File: src/rtl/stage_ctrl_pkg.sv
// stage_ctrl_pkg: shared types, limits and helpers for the stage controller.
//   MAX_LANES / MAX_DEPTH : legal upper bounds for the LANES / DEPTH parameters
//   cnt_t                 : per-lane pending finish count (0..15)
//   lane_w(n)             : width of a lane index for n lanes, never below 1
package stage_ctrl_pkg;

    localparam int unsigned MAX_LANES = 16;
    localparam int unsigned MAX_DEPTH = 15;

    typedef logic [3:0] cnt_t;

    function automatic int unsigned lane_w(input int unsigned n);
        return (n <= 2) ? 1 : $clog2(n);
    endfunction

endpackage

File: src/rtl/rr_arbiter.sv
// rr_arbiter: purely combinational round-robin arbiter.
//   req    in  N          : request vector
//   en     in  1          : grant enable (destination ready)
//   ptr    in  lane_w(N)  : last granted index; search starts at ptr+1
//   gnt    out N          : one-hot grant, zero when en low or no request
//   gnt_id out lane_w(N)  : encoded grant index, zero when no grant
module rr_arbiter
    import stage_ctrl_pkg::*;
#(
    parameter int unsigned N = 4
) (
    input  logic [N-1:0]         req,
    input  logic                 en,
    input  logic [lane_w(N)-1:0] ptr,
    output logic [N-1:0]         gnt,
    output logic [lane_w(N)-1:0] gnt_id
);

    localparam int unsigned W = lane_w(N);

    always_comb begin
        logic         found;
        int unsigned  idx;
        logic [W-1:0] idx_w;
        gnt    = '0;
        gnt_id = '0;
        found  = 1'b0;
        idx    = 0;
        idx_w  = '0;
        // Walk ptr+1, ptr+2, ... ptr+N (mod N); first requester wins.
        for (int unsigned k = 1; k <= N; k++) begin
            idx   = (32'(ptr) + k) % N;
            idx_w = W'(idx);
            if (en && !found && req[idx_w]) begin
                found       = 1'b1;
                gnt[idx_w]  = 1'b1;
                gnt_id      = idx_w;
            end
        end
    end

endmodule

File: src/rtl/stage_ctrl.sv
// stage_ctrl: multi-lane start/finish controller for compute stages.
// Each lane tracks finished-but-unsent results in a saturating counter; finishes are
// released to a single shared destination one per cycle through a round-robin
// arbiter, with same-cycle bypass when the destination is ready.
// Ports:
//   clk, rst   : clock, synchronous active-high reset
//   run        : stage enable; low flushes all state synchronously
//   src_v      : per-lane source batch received pulse
//   src_rdy    : per-lane start accept (cnt != DEPTH), combinational
//   s_init     : registered one-cycle start pulse per lane
//   s_fin      : per-lane result written pulse
//   dst_ready  : destination accepts one finish this cycle
//   s_fin_in   : one-hot finish release, combinational
//   s_fin_id   : granted lane index, 0 when no grant
//   ovf        : sticky overflow (finish arrived on a full lane with no grant)
//   stall_cnt  : back-pressure cycle counter
// Build option: define STAGE_CTRL_PERF_EN to instantiate stall_cnt; otherwise it is 0.
module stage_ctrl
    import stage_ctrl_pkg::*;
#(
    parameter int unsigned LANES = 4,
    parameter int unsigned DEPTH = 4
) (
    input  logic                     clk,
    input  logic                     rst,
    input  logic                     run,
    input  logic [LANES-1:0]         src_v,
    output logic [LANES-1:0]         src_rdy,
    output logic [LANES-1:0]         s_init,
    input  logic [LANES-1:0]         s_fin,
    input  logic                     dst_ready,
    output logic [LANES-1:0]         s_fin_in,
    output logic [lane_w(LANES)-1:0] s_fin_id,
    output logic                     ovf,
    output logic [31:0]              stall_cnt
);

    localparam int unsigned   LW      = lane_w(LANES);
    localparam cnt_t          DEPTH_C = cnt_t'(DEPTH);
    localparam logic [LW-1:0] PTR_RST = LW'(LANES - 1);

    if (LANES < 1 || LANES > MAX_LANES || DEPTH < 1 || DEPTH > MAX_DEPTH) begin : g_bad_param
        $error("stage_ctrl: LANES or DEPTH out of range");
    end

    cnt_t            cnt_q [LANES];
    cnt_t            cnt_d [LANES];
    logic [LANES-1:0] s_init_q, s_init_d;
    logic [LW-1:0]    ptr_q, ptr_d;
    logic             ovf_q, ovf_d;

    logic [LANES-1:0] req;
    logic [LANES-1:0] gnt;
    logic [LW-1:0]    gnt_id;

    always_comb begin
        req     = '0;
        src_rdy = '0;
        for (int unsigned i = 0; i < LANES; i++) begin
            req[i]     = run & (s_fin[i] | (cnt_q[i] != '0));
            src_rdy[i] = (cnt_q[i] != DEPTH_C);
        end
    end

    rr_arbiter #(
        .N (LANES)
    ) u_arb (
        .req    (req),
        .en     (dst_ready),
        .ptr    (ptr_q),
        .gnt    (gnt),
        .gnt_id (gnt_id)
    );

    // req is already gated by run, so no release is possible while flushing.
    assign s_fin_in = gnt;
    assign s_fin_id = gnt_id;
    assign s_init   = s_init_q;
    assign ovf      = ovf_q;

    always_comb begin
        ovf_d    = ovf_q;
        ptr_d    = ptr_q;
        s_init_d = '0;
        for (int unsigned i = 0; i < LANES; i++) begin
            cnt_d[i] = cnt_q[i];
        end

        if (|gnt) begin
            ptr_d = gnt_id;
        end

        for (int unsigned i = 0; i < LANES; i++) begin
            s_init_d[i] = run & src_v[i] & src_rdy[i];
            if (s_fin[i] && !gnt[i]) begin
                if (cnt_q[i] == DEPTH_C) begin
                    ovf_d = 1'b1;
                end else begin
                    cnt_d[i] = cnt_q[i] + cnt_t'(1);
                end
            end else if (!s_fin[i] && gnt[i]) begin
                // A grant without a same-cycle finish implies cnt_q[i] != 0.
                cnt_d[i] = cnt_q[i] - cnt_t'(1);
            end
        end

        if (!run) begin
            for (int unsigned i = 0; i < LANES; i++) begin
                cnt_d[i] = '0;
            end
            s_init_d = '0;
            ovf_d    = 1'b0;
            ptr_d    = PTR_RST;
        end
    end

    always_ff @(posedge clk) begin
        if (rst) begin
            cnt_q    <= '{default: '0};
            s_init_q <= '0;
            ptr_q    <= PTR_RST;
            ovf_q    <= 1'b0;
        end else begin
            cnt_q    <= cnt_d;
            s_init_q <= s_init_d;
            ptr_q    <= ptr_d;
            ovf_q    <= ovf_d;
        end
    end

`ifdef STAGE_CTRL_PERF_EN
    logic [31:0] stall_q;

    always_ff @(posedge clk) begin
        if (rst || !run) begin
            stall_q <= '0;
        end else if (|req && !dst_ready) begin
            stall_q <= stall_q + 32'd1;
        end
    end

    assign stall_cnt = stall_q;
`else
    assign stall_cnt = '0;
`endif

endmodule
File: config.mk
export PLATFORM = sky130hd
export DESIGN_NAME = stage_ctrl
export DESIGN_NICKNAME = d
export VERILOG_FILES = /design/src/rtl/stage_ctrl_pkg.sv /design/src/rtl/rr_arbiter.sv /design/src/rtl/stage_ctrl.sv
export SDC_FILE = /design/constraint.sdc
export NUM_CORES = 1
export LEC_CHECK = 0
export ABC_AREA = 1
export BUFFER_PORTS_ARGS = -buffer_cell sky130_fd_sc_hd__buf_2
export CORE_UTILIZATION = 30
export CTS_BUF_LIST = sky130_fd_sc_hd__clkbuf_8
export DETAILED_ROUTE_END_ITERATION = 10
export HOLD_SLACK_MARGIN = 0.03
export SKIP_LAST_GASP = 1
export SLEW_MARGIN = 10
export SYNTH_ARGS = -nofsm -noshare
export SYNTH_HDL_FRONTEND = slang
export SYNTH_SLANG_ARGS = --single-unit
export TNS_END_PERCENT = 1
File: constraint.sdc
create_clock -name clk -period 3.15 [get_ports clk]
set_input_delay 0.63 -clock clk [delete_from_list [all_inputs] [get_ports clk]]
set_output_delay 0.63 -clock clk [all_outputs]
set_load 0.02 [all_outputs]
==> impl_metrics.prom, run 1 <==
# TYPE chip_impl_metric gauge
chip_impl_info{name="run_status",value="finished, final reports clean"} 1
chip_impl_metric{name="crit_required",unit="ns"} 2.52
chip_impl_metric{name="cts_hold_repair.buffers",unit=""} 0
chip_impl_metric{name="grt-ovfl-total",unit=""} 0
chip_impl_info{name="synth.top_cells.by_count",value="48 x sky130_fd_sc_hd__nor2_1, 46 x sky130_fd_sc_hd__nand2_1, 34 x sky130_fd_sc_hd__inv_1"} 1
chip_impl_metric{name="crit_arrival",unit="ns"} 2.23
chip_impl_metric{name="placement.io_buffers",unit=""} 26
chip_impl_metric{name="async_reset_ff_share",unit="%"} 0
chip_impl_metric{name="dpl.hpwl",unit="um"} 3940
chip_impl_metric{name="floorplan.initialDensity",unit="%"} 31.8
chip_impl_metric{name="dpl_cell_area",unit="sq um"} 2410
chip_impl_info{name="kind_of_start_point_of_the_critical_path",value="flop"} 1
chip_impl_info{name="synth_area_leader_cell",value="sky130_fd_sc_hd__dfxtp_1"} 1
chip_impl_metric{name="finalWeightedCongestion",unit=""} 0.930
chip_impl_metric{name="die-area",unit="sq um"} 7700
chip_impl_info{name="rr_startpoint",value="ptr_q[0]"} 1
chip_impl_metric{name="max_clock_freq",unit="GHz"} 0.350
chip_impl_metric{name="regToRegSetupSlack",unit="ns"} 0.32
chip_impl_metric{name="placedCellCount",unit=""} 454
chip_impl_info{name="ys_top_cells_by_area",value="sky130_fd_sc_hd__dfxtp_1 21%, sky130_fd_sc_hd__buf_4 11%, sky130_fd_sc_hd__ha_1 8.5%, sky130_fd_sc_hd__nor2_1 8.2%, sky130_fd_sc_hd__nand2_1 7.8%"} 1
chip_impl_metric{name="io_pins",unit=""} 59
chip_impl_metric{name="ys_seq_area_share",unit="%"} 20.9
chip_impl_metric{name="flow.area_growth_from_synthesis",unit="%"} 11.3
chip_impl_metric{name="postSynthRegisterBits",unit=""} 23
chip_impl_metric{name="numCtsBuffers",unit=""} 3
chip_impl_info{name="synth-main-ff-cell",value="sky130_fd_sc_hd__dfxtp_1"} 1
chip_impl_metric{name="mappedNetlistArea",unit="sq um"} 2210
chip_impl_metric{name="drt-initial-drc-count",unit=""} 90
chip_impl_metric{name="dpl_ws",unit="ns"} 0.0539
chip_impl_metric{name="drv_cap",unit=""} 0
chip_impl_metric{name="detail_route.drc_violations",unit=""} 0
chip_impl_metric{name="power-per-cell-area",unit="nW/um^2"} 709
chip_impl_metric{name="avgSynthCellArea",unit="sq um"} 6.83
chip_impl_metric{name="insertion_delay",unit="ns"} 0.27
chip_impl_metric{name="grt.total_usage",unit="%"} 13.3
chip_impl_metric{name="core",unit="sq um"} 6940
chip_impl_metric{name="final.period_utilization",unit="%"} 90.7
chip_impl_metric{name="rows",unit=""} 30
chip_impl_info{name="grt_setup_unrepaired",value="no"} 1
chip_impl_metric{name="num_vias",unit=""} 2038
chip_impl_metric{name="h-tree-depth",unit=""} 1
chip_impl_metric{name="worst_slew_margin_rel",unit="%"} 62.9
chip_impl_info{name="cts_tree",value="yes"} 1
chip_impl_metric{name="clock_skew",unit="ns"} 0.00343
chip_impl_metric{name="report.power.total",unit="mW"} 1.74
chip_impl_info{name="worstHoldStart",value="cnt_q[3]"} 1
chip_impl_metric{name="synthesis.yosys.warnings",unit=""} 0
chip_impl_metric{name="irDropWorstVdd",unit="V"} 0.000210
chip_impl_metric{name="cts.sink_count",unit=""} 23
chip_impl_metric{name="power.leakage",unit="nW"} 1.28
chip_impl_metric{name="grt_pass1_wl",unit="um"} 8250
chip_impl_info{name="crit-reg2reg-capture",value="cnt_q[15]"} 1
chip_impl_metric{name="final-setup-viol-count",unit=""} 0
chip_impl_metric{name="setup_ws",unit="ns"} 0.293
chip_impl_metric{name="report.final.slew_viol_count",unit=""} 0
chip_impl_metric{name="final_core_occ",unit="%"} 35.4
chip_impl_metric{name="die_outline_height",unit="um"} 87.8
chip_impl_metric{name="vias_per_cell",unit=""} 4.45
chip_impl_info{name="end_point_of_the_worst_hold_path",value="cnt_q[3]"} 1
chip_impl_metric{name="timing.setup.tns",unit="ns"} 0
chip_impl_metric{name="cts_setup_buffers",unit=""} 0
chip_impl_info{name="timing.hold.worst.class",value="flop to flop"} 1
chip_impl_metric{name="n_antenna_cell",unit=""} 0
chip_impl_metric{name="synth_cells",unit=""} 323
chip_impl_metric{name="reg2reg_depth",unit=""} 18
chip_impl_metric{name="design_area",unit="sq um"} 2460
chip_impl_info{name="synthMostInstantiatedCell",value="sky130_fd_sc_hd__nor2_1"} 1
chip_impl_metric{name="initial_antenna_violation_count",unit=""} 0
chip_impl_metric{name="post_synth_num_cell_types",unit=""} 31
chip_impl_metric{name="hold_viol_final",unit=""} 0
chip_impl_metric{name="worst_path_max_fanout",unit=""} 7
chip_impl_metric{name="chipWidth",unit="um"} 87.8
chip_impl_metric{name="post_synth_edffs",unit=""} 0
chip_impl_metric{name="final_cell_count_no_fill",unit=""} 458
chip_impl_info{name="clockRootBuffer",value="sky130_fd_sc_hd__clkbuf_8"} 1
chip_impl_metric{name="finalCriticalPeriod",unit="ns"} 2.86
chip_impl_metric{name="worstHoldPathCells",unit=""} 2
chip_impl_metric{name="grt_pass1_vias",unit=""} 1816
chip_impl_info{name="critPathKind",value="flop to output pin"} 1
chip_impl_metric{name="total_detailed_routing_wirelength",unit="um"} 4820
chip_impl_info{name="end_kind",value="output pin"} 1
chip_impl_metric{name="clk_pin_slew",unit="ns"} 0.09
chip_impl_metric{name="final.fill_count",unit=""} 765
chip_impl_metric{name="cts_max_path_buffers",unit=""} 2
chip_impl_metric{name="ctsResizeCount",unit=""} 0
chip_impl_metric{name="final_nets",unit=""} 394
chip_impl_metric{name="grt_max_degree",unit=""} 14
chip_impl_metric{name="post_route_cells_drive_above_1_share",unit="%"} 22.7
chip_impl_metric{name="route.antenna.remaining_nets",unit=""} 0
chip_impl_metric{name="holdWs",unit="ns"} 0.540
chip_impl_metric{name="proportion_of_netlist_area_held_by_the_largest_area_contributor",unit="%"} 20.9
chip_impl_metric{name="tightestPinTransition",unit="ns"} 0.551
chip_impl_metric{name="detail_routed_net_length_per_standard_cell",unit="um"} 10.5
chip_impl_metric{name="drt_first_pass_iters",unit=""} 4
[flip-flops by register name (all words and copies together) (netlist names)]
| signal | cells |
|---|---|
| cnt_q | 16 |
| ovf | 1 |
| ptr_q | 2 |
| s_init | 4 |
[layout make-up]
type	instances	area [sq um]	area share, %
clock buffer	3	41.3	1.68
clock inverter	1	3.75	0.153
inverter	41	154	6.27
multi-input combinational	255	1450	59.0
sequential	23	460	18.7
tap	96	120	4.89
timing repair buffer	39	228	9.27
[worst max-delay path: stages, from the launching register on]
cell,delay (ns)
sky130_fd_sc_hd__dfxtp_1,0.35
sky130_fd_sc_hd__inv_2,0.05
sky130_fd_sc_hd__ha_1,0.36
sky130_fd_sc_hd__inv_1,0.13
sky130_fd_sc_hd__nand3_1,0.10
sky130_fd_sc_hd__nand2_2,0.10
sky130_fd_sc_hd__nand3_4,0.13
sky130_fd_sc_hd__nor2_1,0.24
sky130_fd_sc_hd__a31oi_1,0.08
sky130_fd_sc_hd__a22oi_1,0.20
sky130_fd_sc_hd__buf_2,0.21
[power by group]
group / switching, mW / internal, mW / total, mW
clock network: 0.107 / 0.0875 / 0.195
registers: 0.0491 / 0.337 / 0.386
logic: 0.770 / 0.391 / 1.16
total: 0.927 / 0.816 / 1.74
[placed cells by master (no fill, tap or decap)]
| master | n |
|---|---|
| sky130_fd_sc_hd__nand4_1 | 11 |
| sky130_fd_sc_hd__inv_1 | 35 |
| sky130_fd_sc_hd__clkbuf_8 | 3 |
| sky130_fd_sc_hd__nor2_4 | 4 |
| sky130_fd_sc_hd__nand3_1 | 29 |
| sky130_fd_sc_hd__a31oi_1 | 5 |
| sky130_fd_sc_hd__o21bai_1 | 1 |
| sky130_fd_sc_hd__nand3_2 | 2 |
| sky130_fd_sc_hd__nand2_2 | 18 |
| sky130_fd_sc_hd__nand2_1 | 46 |
| sky130_fd_sc_hd__conb_1 | 32 |
| sky130_fd_sc_hd__dfxtp_1 | 23 |
| sky130_fd_sc_hd__o31ai_1 | 1 |
| sky130_fd_sc_hd__fa_1 | 4 |
| sky130_fd_sc_hd__o21ai_1 | 2 |
| sky130_fd_sc_hd__o211ai_1 | 1 |
| sky130_fd_sc_hd__o21ai_0 | 12 |
| sky130_fd_sc_hd__nor4_1 | 4 |
| sky130_fd_sc_hd__xor2_1 | 4 |
| sky130_fd_sc_hd__nand3_4 | 1 |
| sky130_fd_sc_hd__a21oi_1 | 5 |
| sky130_fd_sc_hd__a22oi_1 | 2 |
| sky130_fd_sc_hd__ha_1 | 15 |
| sky130_fd_sc_hd__buf_2 | 26 |
| sky130_fd_sc_hd__buf_4 | 13 |
| sky130_fd_sc_hd__nor3_2 | 4 |
| sky130_fd_sc_hd__nor2_1 | 48 |
| sky130_fd_sc_hd__nor2_2 | 2 |
| sky130_fd_sc_hd__inv_2 | 7 |
| sky130_fd_sc_hd__nand2_4 | 2 |
[routing by layer]
layer / vias up / GRT usage [%] / routed length (um)
met5: - / 0 / 0
met3: 4 / 2.07 / 217
met4: 0 / 2.09 / 24
li1: 1057 / - / -
met1: 915 / 17.9 / 2320
met2: 62 / 22.7 / 2260
[cells by family (layout without fill, tap and decap cells)]
family                     Yosys count  count (layout)  share of synthesized area [%]
and+or+nand+nor                    171             171                           39.1
adders and majority gates           19              19                           12.1
DFF                                 23              23                           20.9
xor gates and xnor gates             4               4                           1.59
AOI/OAI and AO/OA                   29              29                           7.43
other                                1              32                          0.170
buffers and inverters               76              84                           18.8
[worst max path at each step]
| stage | start | cells after the start | endpoint | slack (ns) |
|---|---|---|---|---|
| global placement | s_fin[2] | 22 | cnt_q[3] | 0.08 |
| CTS | ptr_q[0] | 10 | s_fin_id[1] | 0.27 |
| global route | s_fin[0] | 22 | cnt_q[3] | 0.03 |
| detailed placement | s_fin[2] | 22 | cnt_q[3] | 0.05 |
| finish | ptr_q[0] | 10 | s_fin_id[1] | 0.29 |
| floorplan | ptr_q[0] | 18 | cnt_q[3] | 0.35 |
(Power assumes the default switching activity.)
==> run 2: changes to the inputs <==
SYNTH_HIERARCHICAL = 1   (was unset)
==> run 2 against run 1 <==
  * Setup slack got worse by 0.14 ns
  * Combinational power increased by 40%
  * Final cell count increased by 0.44%
  * Core utilization increased by 0.56 points
  * Critical path depth increased by 3
  * First-iteration DRC count increased by 140%
  * Area after synthesis increased by 0.11%
  * Maximum frequency decreased by 4.7%
  * Via count decreased by 0.59%
==> impl_metrics.prom, run 2 <==
# TYPE chip_impl_metric gauge
chip_impl_metric{name="synth.area.mux_share",unit="%"} 0
chip_impl_info{name="cp_cell_sequence",value="buf_2 > inv_1 > nand3_1 > o21ai_0 > inv_1 > nand2_1 > nand3_1 > and2_2 > nor2_4 > nand3_1 > nand3_1 > buf_4 > buf_2"} 1
chip_impl_metric{name="grt-ovfl-total",unit=""} 0
chip_impl_info{name="layout.cells.most_common",value="sky130_fd_sc_hd__nand2_1"} 1
chip_impl_info{name="synthMostInstantiatedCell",value="sky130_fd_sc_hd__nand2_1"} 1
chip_impl_metric{name="mappedNetlistArea",unit="sq um"} 2210
chip_impl_metric{name="crit_path_max_incr_delay",unit="ns"} 0.24
chip_impl_info{name="run_status",value="finished, final reports clean"} 1
chip_impl_info{name="end_kind",value="output pin"} 1
chip_impl_metric{name="power.leakage",unit="nW"} 1.30
chip_impl_metric{name="die-area",unit="sq um"} 7710
chip_impl_info{name="critical_path.most_common_cell",value="sky130_fd_sc_hd__nand3_1"} 1
chip_impl_metric{name="flow.area_growth_from_synthesis",unit="%"} 12.9
chip_impl_info{name="critPathKind",value="input port to output pin"} 1
chip_impl_metric{name="seq_power_share",unit="%"} 18.3
chip_impl_metric{name="avgSynthCellArea",unit="sq um"} 6.93
chip_impl_info{name="timing.hold.worst.class",value="flop to flop"} 1
chip_impl_metric{name="power-per-cell-area",unit="nW/um^2"} 886
chip_impl_metric{name="finalWeightedCongestion",unit=""} 0.890
chip_impl_metric{name="floorplan.initialDensity",unit="%"} 31.8
chip_impl_metric{name="numCtsBuffers",unit=""} 3
chip_impl_metric{name="post_synth_xor_area_fraction",unit="%"} 1.59
chip_impl_metric{name="n_antenna_cell",unit=""} 0
chip_impl_metric{name="grt_pass1_vias",unit=""} 1750
chip_impl_info{name="cts_tree",value="yes"} 1
chip_impl_metric{name="final_core_occ",unit="%"} 35.9
chip_impl_metric{name="num_vias",unit=""} 2026
chip_impl_info{name="ys_top_cells_by_area",value="sky130_fd_sc_hd__dfxtp_1 21%, sky130_fd_sc_hd__buf_4 11%, sky130_fd_sc_hd__nand3_1 9.5%, sky130_fd_sc_hd__ha_1 8.5%, sky130_fd_sc_hd__nand2_1 8.5%"} 1
chip_impl_metric{name="irDropWorstVdd",unit="V"} 0.000264
chip_impl_info{name="synth_top_family_by_area",value="simple AND/OR/NAND/NOR gates"} 1
chip_impl_metric{name="cts.sink_count",unit=""} 23
chip_impl_metric{name="post_synth_edffs",unit=""} 0
chip_impl_metric{name="drt-initial-drc-count",unit=""} 218
chip_impl_info{name="regMostFlops",value="cnt_q"} 1
chip_impl_metric{name="drt_first_pass_iters",unit=""} 4
chip_impl_metric{name="total_detailed_routing_wirelength",unit="um"} 4830
chip_impl_info{name="synth-main-ff-cell",value="sky130_fd_sc_hd__dfxtp_1"} 1
chip_impl_info{name="cpMaxStageDelayCell",value="sky130_fd_sc_hd__and2_2"} 1
chip_impl_metric{name="cellInternalPower",unit="mW"} 1.02
chip_impl_metric{name="holdWs",unit="ns"} 0.513
chip_impl_metric{name="multi_input_logic_area",unit="sq um"} 1460
chip_impl_metric{name="rows",unit=""} 30
chip_impl_metric{name="synth_compound_gate_area_share",unit="%"} 5.10
chip_impl_metric{name="synth_cells",unit=""} 319
chip_impl_metric{name="proportion_of_netlist_area_held_by_the_largest_area_contributor",unit="%"} 20.8
chip_impl_info{name="final_cell_mix",value="50 x sky130_fd_sc_hd__nand2_1, 41 x sky130_fd_sc_hd__nand3_1, 38 x sky130_fd_sc_hd__nor2_1"} 1
chip_impl_metric{name="clk_pin_slew",unit="ns"} 0.09
chip_impl_metric{name="crit_arrival",unit="ns"} 2.37
chip_impl_metric{name="io_pins",unit=""} 59
chip_impl_metric{name="dpl.hpwl",unit="um"} 3860
chip_impl_metric{name="final_cell_count_no_fill",unit=""} 460
chip_impl_metric{name="switching_component_of_the_power",unit="mW"} 1.19
chip_impl_metric{name="cts_hold_repair.buffers",unit=""} 0
chip_impl_metric{name="grt_max_degree",unit=""} 20
chip_impl_metric{name="synthesis.yosys.warnings",unit=""} 6
chip_impl_metric{name="register_area",unit="sq um"} 460
chip_impl_metric{name="die_outline_height",unit="um"} 87.8
chip_impl_metric{name="cts_max_path_buffers",unit=""} 2
chip_impl_metric{name="synth-adder-area-share",unit="%"} 12.1
chip_impl_metric{name="swShare",unit="%"} 53.7
chip_impl_metric{name="grt_pass1_wl",unit="um"} 7980
chip_impl_metric{name="vias_per_cell",unit=""} 4.40
chip_impl_metric{name="final.period_utilization",unit="%"} 95.2
chip_impl_metric{name="critical_path.n_buffers_inverters",unit=""} 5
chip_impl_info{name="kind_of_start_point_of_the_critical_path",value="input port"} 1
chip_impl_metric{name="async_reset_ff_share",unit="%"} 0
chip_impl_metric{name="drv_cap",unit=""} 0
chip_impl_metric{name="report.final.slew_viol_count",unit=""} 0
chip_impl_metric{name="chipWidth",unit="um"} 87.8
chip_impl_info{name="grt_setup_unrepaired",value="yes"} 1
chip_impl_metric{name="clkPwrFrac",unit="%"} 8.5
chip_impl_metric{name="insertion_delay",unit="ns"} 0.27
chip_impl_info{name="clockRootBuffer",value="sky130_fd_sc_hd__clkbuf_8"} 1
chip_impl_metric{name="simple_gate_share_of_the_synthesized_area",unit="%"} 41.1
chip_impl_metric{name="grt.total_usage",unit="%"} 13.1
chip_impl_info{name="cp_top_family",value="simple AND/OR/NAND/NOR gates"} 1
chip_impl_metric{name="final-setup-viol-count",unit=""} 0
chip_impl_metric{name="initial_antenna_violation_count",unit=""} 0
chip_impl_metric{name="post_synth_num_cell_types",unit=""} 25
chip_impl_metric{name="hold_viol_final",unit=""} 0
chip_impl_metric{name="crit_required",unit="ns"} 2.52
chip_impl_metric{name="final.fill_count",unit=""} 761
chip_impl_metric{name="max_clock_freq",unit="GHz"} 0.333
chip_impl_metric{name="setup_ws",unit="ns"} 0.151
chip_impl_metric{name="detail_routed_net_length_per_standard_cell",unit="um"} 10.5
chip_impl_metric{name="final_nets",unit=""} 396
chip_impl_metric{name="clock_skew",unit="ns"} 0.00232
chip_impl_metric{name="worst_path_max_fanout",unit=""} 7
chip_impl_metric{name="largest_register_ff_count",unit=""} 16
chip_impl_info{name="synth_area_leader_cell",value="sky130_fd_sc_hd__dfxtp_1"} 1
chip_impl_metric{name="postSynthRegisterBits",unit=""} 23
chip_impl_info{name="synth.top_cells.by_count",value="50 x sky130_fd_sc_hd__nand2_1, 42 x sky130_fd_sc_hd__nand3_1, 38 x sky130_fd_sc_hd__nor2_1"} 1
chip_impl_metric{name="detail_route.drc_violations",unit=""} 0
chip_impl_metric{name="h-tree-depth",unit=""} 1
chip_impl_metric{name="core",unit="sq um"} 6940
chip_impl_metric{name="ys_seq_area_share",unit="%"} 20.8
chip_impl_metric{name="post_route_cells_drive_above_1_share",unit="%"} 26.6
chip_impl_metric{name="placement.io_buffers",unit=""} 26
chip_impl_metric{name="finalCriticalPeriod",unit="ns"} 3.00
chip_impl_metric{name="placedCellCount",unit=""} 454
chip_impl_metric{name="route.antenna.remaining_nets",unit=""} 0
chip_impl_metric{name="dpl_ws",unit="ns"} -0.0151
chip_impl_metric{name="comb_power_share",unit="%"} 73.2
run 2: cell count changes after synthesis, sizes merged, moves of 2 or more:
cell    delta
a21oi      +3
a22oi      -2
a31oi      -5
clkinv     +6
inv        -8
nand2      +4
nand3     +15
nand4      -5
nor2       -2
nor3       -4
nor4       -4
xnor2      +4
xor2       -4
run 2: repair_timing:
item,in CTS,in global routing
buffers inserted,0,1
resized for setup,0,2
endpoints found under the setup margin,0,5
run 2: final cells by class:
| type | instances | area share (%) |
|---|---|---|
| inverter | 39 | 5.97 |
| clock buffer | 3 | 1.65 |
| timing repair buffer | 44 | 10.6 |
| clock inverter | 1 | 0.150 |
| sequential | 23 | 18.5 |
| multi-input combinational | 254 | 58.3 |
| tap | 96 | 4.81 |
run 2: worst register-to-register path: cells and delay by family (launching register included):
kind / cells / cell delay [ns]
simple gates: 10 / 1.17
compound gates: 4 / 0.74
flops: 1 / 0.37
fa+ha+maj: 1 / 0.33
buf+inv: 2 / 0.19
run 2: power by group through the flow:
stage / Combinational (mW) / Sequential [mW] / Clock [mW]
floorplan: 1.18 / 0.421 / 0
global placement: 1.56 / 0.410 / 0
detailed placement: 1.57 / 0.412 / 0
CTS: 1.58 / 0.405 / 0.202
global route: 1.80 / 0.416 / 0.212
finish: 1.62 / 0.405 / 0.189
run 2: path summary, 6_finish.rpt:
path / startpoint / slack, ns / endpoint / cells past startpoint
worst max-delay path: s_fin[2] / 0.15 / s_fin_in[3] / 13
worst min-delay path: cnt_q[10] / 0.51 / cnt_q[10] / 2
worst max register to register: cnt_q[5] / 0.27 / cnt_q[3] / 17
worst min register to register: cnt_q[10] / 0.51 / cnt_q[10] / 2
run 2: cell families after synthesis:
family	Yosys count
fa+ha+maj	19
simple gates	176
buf+inv	74
xor+xnor	4
other cells	1
compound gates	22
flops	23
run 2: through the flow:
step           power, mW  TNS (ns)  cell area (sq um)
2_1_floorplan       1.61         0               2330
3_3_place_gp        1.97         0               2430
3_5_place_dp        1.99   -0.0151               2430
4_1_cts             2.19         0               2470
5_1_grt             2.43   -0.0698               2490
6_report            2.21         0               2490
run 2: routing by layer:
metal,routed length (um),part of all wire [%],up-vias,GRT usage [%]
met1,2210,46,897,16.9
met5,0,0,-,0
li1,-,-,1042,-
met2,2320,48,75,22.5
met4,82,1.7,0,2.83
met3,220,4.6,12,2.54
==> run 3: changes to the inputs <==
ABC_AREA = unset   (was 1)
CTS_CLUSTER_DIAMETER = 30   (was unset)
clock period = 3 ns   (was 3.15 ns; I/O delays follow)
==> run 3 against run 2 <==
  * The run now ends with design-rule violations, negative setup slack left
  * Critical path depth decreased by 1
  * Non-clock buffer count increased by 33
  * Count of clock-buffer cells in the layout unchanged
  * Clock power increased by 8%
  * Sequential power decreased by 8.1%
  * Largest power group unchanged
==> impl_metrics.prom, run 3 <==
# TYPE chip_impl_metric gauge
chip_impl_info{name="run_status",value="finished, violations left"} 1
chip_impl_info{name="failed_checks",value="design-rule violations, negative setup slack"} 1
chip_impl_metric{name="irDropWorstVdd",unit="V"} 0.000175
chip_impl_metric{name="worst_slew_margin_rel",unit="%"} 47.6
chip_impl_metric{name="post_synth_num_cell_types",unit=""} 40
chip_impl_metric{name="grt-ovfl-total",unit=""} 0
chip_impl_metric{name="hold_viol_final",unit=""} 0
chip_impl_metric{name="chipWidth",unit="um"} 85.4
chip_impl_info{name="rr_startpoint",value="cnt_q[4]"} 1
chip_impl_metric{name="post_route_cells_drive_above_1_share",unit="%"} 46.7
chip_impl_metric{name="postSynthRegisterBits",unit=""} 23
chip_impl_metric{name="cts.sink_count",unit=""} 23
chip_impl_info{name="synth.top_cells.by_count",value="32 x sky130_fd_sc_hd__buf_4, 23 x sky130_fd_sc_hd__dfxtp_1, 15 x sky130_fd_sc_hd__ha_1"} 1
chip_impl_metric{name="ys_seq_area_share",unit="%"} 22.1
chip_impl_metric{name="num_vias",unit=""} 1796
chip_impl_metric{name="initial_antenna_violation_count",unit=""} 0
chip_impl_metric{name="dpl.hpwl",unit="um"} 3940
chip_impl_metric{name="regToRegSetupSlack",unit="ns"} -0.11
chip_impl_metric{name="crit_arrival",unit="ns"} 3.25
chip_impl_metric{name="final_cell_count_no_fill",unit=""} 380
chip_impl_metric{name="io_pins",unit=""} 59
chip_impl_metric{name="largest_register_ff_count",unit=""} 16
chip_impl_metric{name="synth.area.mux_share",unit="%"} 6.77
chip_impl_metric{name="synth-adder-area-share",unit="%"} 12.8
chip_impl_metric{name="async_reset_ff_share",unit="%"} 0
chip_impl_metric{name="synthesis.yosys.warnings",unit=""} 6
chip_impl_metric{name="finalWeightedCongestion",unit=""} 0.812
chip_impl_metric{name="post_synth_edffs",unit=""} 0
chip_impl_info{name="synthMostInstantiatedCell",value="sky130_fd_sc_hd__buf_4"} 1
chip_impl_metric{name="vias_per_cell",unit=""} 4.73
chip_impl_metric{name="cts_hold_repair.buffers",unit=""} 0
chip_impl_metric{name="drt-initial-drc-count",unit=""} 76
chip_impl_metric{name="grt_pass1_vias",unit=""} 1653
chip_impl_metric{name="grt.total_usage",unit="%"} 14.0
chip_impl_metric{name="floorplan.initialDensity",unit="%"} 30.9
chip_impl_metric{name="final.period_utilization",unit="%"} 104
chip_impl_info{name="grt_setup_unrepaired",value="yes"} 1
chip_impl_info{name="timing.hold.worst.class",value="flop to flop"} 1
chip_impl_metric{name="worst_path_max_fanout",unit=""} 5
chip_impl_metric{name="die-area",unit="sq um"} 7290
chip_impl_info{name="cp_top_family",value="simple AND/OR/NAND/NOR gates"} 1
chip_impl_info{name="cts_tree",value="yes"} 1
chip_impl_metric{name="post_synth_xor_area_fraction",unit="%"} 3.36
chip_impl_metric{name="holdWs",unit="ns"} 0.504
chip_impl_metric{name="core",unit="sq um"} 6760
chip_impl_metric{name="insertion_delay",unit="ns"} 0.28
chip_impl_metric{name="crit_path_max_incr_delay",unit="ns"} 0.48
chip_impl_metric{name="clock_skew",unit="ns"} 0.00515
chip_impl_info{name="critPathKind",value="flop to flop"} 1
chip_impl_metric{name="reg2reg_depth",unit=""} 12
chip_impl_metric{name="setup_ws",unit="ns"} -0.108
chip_impl_metric{name="clk_pin_slew",unit="ns"} 0.09
chip_impl_metric{name="crit_required",unit="ns"} 3.15
chip_impl_metric{name="final.fill_count",unit=""} 672
chip_impl_metric{name="detail_route.drc_violations",unit=""} 1
chip_impl_metric{name="rows",unit=""} 30
chip_impl_metric{name="placement.io_buffers",unit=""} 26
chip_impl_metric{name="final_core_occ",unit="%"} 41.5
chip_impl_metric{name="max_clock_freq",unit="GHz"} 0.322
chip_impl_info{name="cpMaxStageDelayCell",value="sky130_fd_sc_hd__mux4_2"} 1
chip_impl_metric{name="critical_path_cell_count",unit=""} 12
chip_impl_metric{name="critical_path.n_buffers_inverters",unit=""} 0
chip_impl_metric{name="n_antenna_cell",unit=""} 0
chip_impl_metric{name="mappedNetlistArea",unit="sq um"} 2090
chip_impl_info{name="kind_of_start_point_of_the_critical_path",value="flop"} 1
chip_impl_metric{name="grt_pass1_wl",unit="um"} 8050
chip_impl_metric{name="synth_compound_gate_area_share",unit="%"} 14.7
chip_impl_info{name="regMostFlops",value="cnt_q"} 1
chip_impl_metric{name="power.leakage",unit="nW"} 1.24
chip_impl_metric{name="simple_gate_share_of_the_synthesized_area",unit="%"} 26.0
chip_impl_metric{name="final-setup-viol-count",unit=""} 13
chip_impl_info{name="critical_path.startpoint",value="cnt_q[4]"} 1
chip_impl_metric{name="avgSynthCellArea",unit="sq um"} 9.32
chip_impl_metric{name="total_detailed_routing_wirelength",unit="um"} 4910
chip_impl_info{name="layout.cells.most_common",value="sky130_fd_sc_hd__buf_4"} 1
chip_impl_metric{name="synth_cells",unit=""} 224
chip_impl_metric{name="worstHoldPathCells",unit=""} 1
chip_impl_info{name="final_cell_mix",value="52 x sky130_fd_sc_hd__buf_4, 32 x sky130_fd_sc_hd__conb_1, 22 x sky130_fd_sc_hd__buf_2"} 1
chip_impl_metric{name="design_area",unit="sq um"} 2800
chip_impl_metric{name="grt_max_degree",unit=""} 17
chip_impl_info{name="cp_cell_sequence",value="nor3_1 > a21boi_2 > mux4_2 > nor2b_4 > and3_4 > a221o_2 > nand2b_4 > ha_4 > nand3_2 > a211oi_4 > o21ai_1 > nor3b_2"} 1
chip_impl_info{name="ys_top_cells_by_area",value="sky130_fd_sc_hd__dfxtp_1 22%, sky130_fd_sc_hd__buf_4 12%, sky130_fd_sc_hd__ha_1 9.0%, sky130_fd_sc_hd__nor4b_4 4.6%, sky130_fd_sc_hd__mux4_2 4.3%"} 1
chip_impl_info{name="synth-main-ff-cell",value="sky130_fd_sc_hd__dfxtp_1"} 1
chip_impl_metric{name="report.final.slew_viol_count",unit=""} 0
chip_impl_metric{name="dpl_cell_area",unit="sq um"} 2700
chip_impl_metric{name="cts_max_path_buffers",unit=""} 2
chip_impl_metric{name="final_nets",unit=""} 332
chip_impl_metric{name="placedCellCount",unit=""} 375
chip_impl_info{name="crit-reg2reg-capture",value="cnt_q[11]"} 1
chip_impl_info{name="clockRootBuffer",value="sky130_fd_sc_hd__clkbuf_8"} 1
chip_impl_metric{name="numCtsBuffers",unit=""} 3
chip_impl_metric{name="drv_cap",unit=""} 0
chip_impl_info{name="endpoint_of_the_worst_setup_timing_path",value="cnt_q[11]"} 1
chip_impl_metric{name="finalCriticalPeriod",unit="ns"} 3.11
chip_impl_info{name="synth_area_leader_cell",value="sky130_fd_sc_hd__dfxtp_1"} 1
chip_impl_metric{name="dpl_ws",unit="ns"} -0.329
chip_impl_metric{name="detail_routed_net_length_per_standard_cell",unit="um"} 12.9
chip_impl_metric{name="proportion_of_netlist_area_held_by_the_largest_area_contributor",unit="%"} 22.1
chip_impl_metric{name="route.antenna.remaining_nets",unit=""} 0
chip_impl_info{name="end_kind",value="flop"} 1
chip_impl_metric{name="die_outline_height",unit="um"} 85.4
chip_impl_metric{name="tightestPinTransition",unit="ns"} 0.786
chip_impl_info{name="synth_top_family_by_area",value="simple AND/OR/NAND/NOR gates"} 1
chip_impl_metric{name="power-per-cell-area",unit="nW/um^2"} 675
chip_impl_metric{name="drt_first_pass_iters",unit=""} 7
chip_impl_metric{name="h-tree-depth",unit=""} 1
chip_impl_metric{name="flow.area_growth_from_synthesis",unit="%"} 34.3
-- run 3: cell types whose count changed after synthesis, sizes merged, moves of 8 or more --
cell,previous run,this run
nor2,52,13
a211oi,0,8
nand3,47,8
nand2b,0,9
nand2,70,11
nor3,0,8
inv,33,6
a21boi,0,8
-- run 3: cells by family after synthesis --
logic type | count (synthesis)
other cells | 1
compound gates | 45
simple gates | 77
flops | 23
mux | 9
fa+ha+maj | 19
xor+xnor | 8
buf+inv | 42
-- run 3: stage by stage --
stage                     TNS [ns]  power [mW]
after floorplan             -0.543        1.26
after global placement       -3.51        1.62
after detailed placement     -3.70        1.63
after CTS                    -1.14        1.89
after global routing         -3.64        2.04
final                       -0.844        1.89
-- run 3: worst min path at each step --
stage / startpoint / end / slack, ns
3_5_place_dp: ovf / ovf / 0.48
3_3_place_gp: ovf / ovf / 0.48
2_1_floorplan: ptr_q[0] / ptr_q[0] / 0.50
4_1_cts: ovf / ovf / 0.51
6_report: ovf / ovf / 0.50
5_1_grt: ovf / ovf / 0.52
-- run 3: area by class of cell --
class | count | area (sq um) | share of cell area [%]
Clock buffer | 3 | 41.3 | 1.47
Clock inverter | 1 | 5.00 | 0.179
Inverter | 6 | 22.5 | 0.804
Multi-Input combinational cell | 190 | 1640 | 58.4
Sequential cell | 23 | 463 | 16.5
Tap cell | 80 | 100 | 3.57
Timing Repair Buffer | 77 | 534 | 19.1
-- run 3: where the power goes --
part	total (mW)	switching [mW]	internal (mW)	leakage, nW
sequential	0.372	0.0228	0.349	0.188
clock	0.205	0.112	0.0933	0.0255
combinational	1.31	0.667	0.648	1.02
total	1.89	0.802	1.09	1.24
-- run 3: what timing repair did --
item / 4_1_cts / 5_1_grt
resized for setup: 12 / 2
setup endpoints to repair: 17 / 23
setup buffers: 1 / 0
pin swaps: 4 / 2
-- run 3: layer usage --
metal	GRT usage, %	share of wire [%]	vias to the layer above
li1	-	-	893
met1	19.7	47	832
met2	22.6	47	66
met3	0.973	4.4	5
met4	5.00	1.6	0
met5	0	0	-
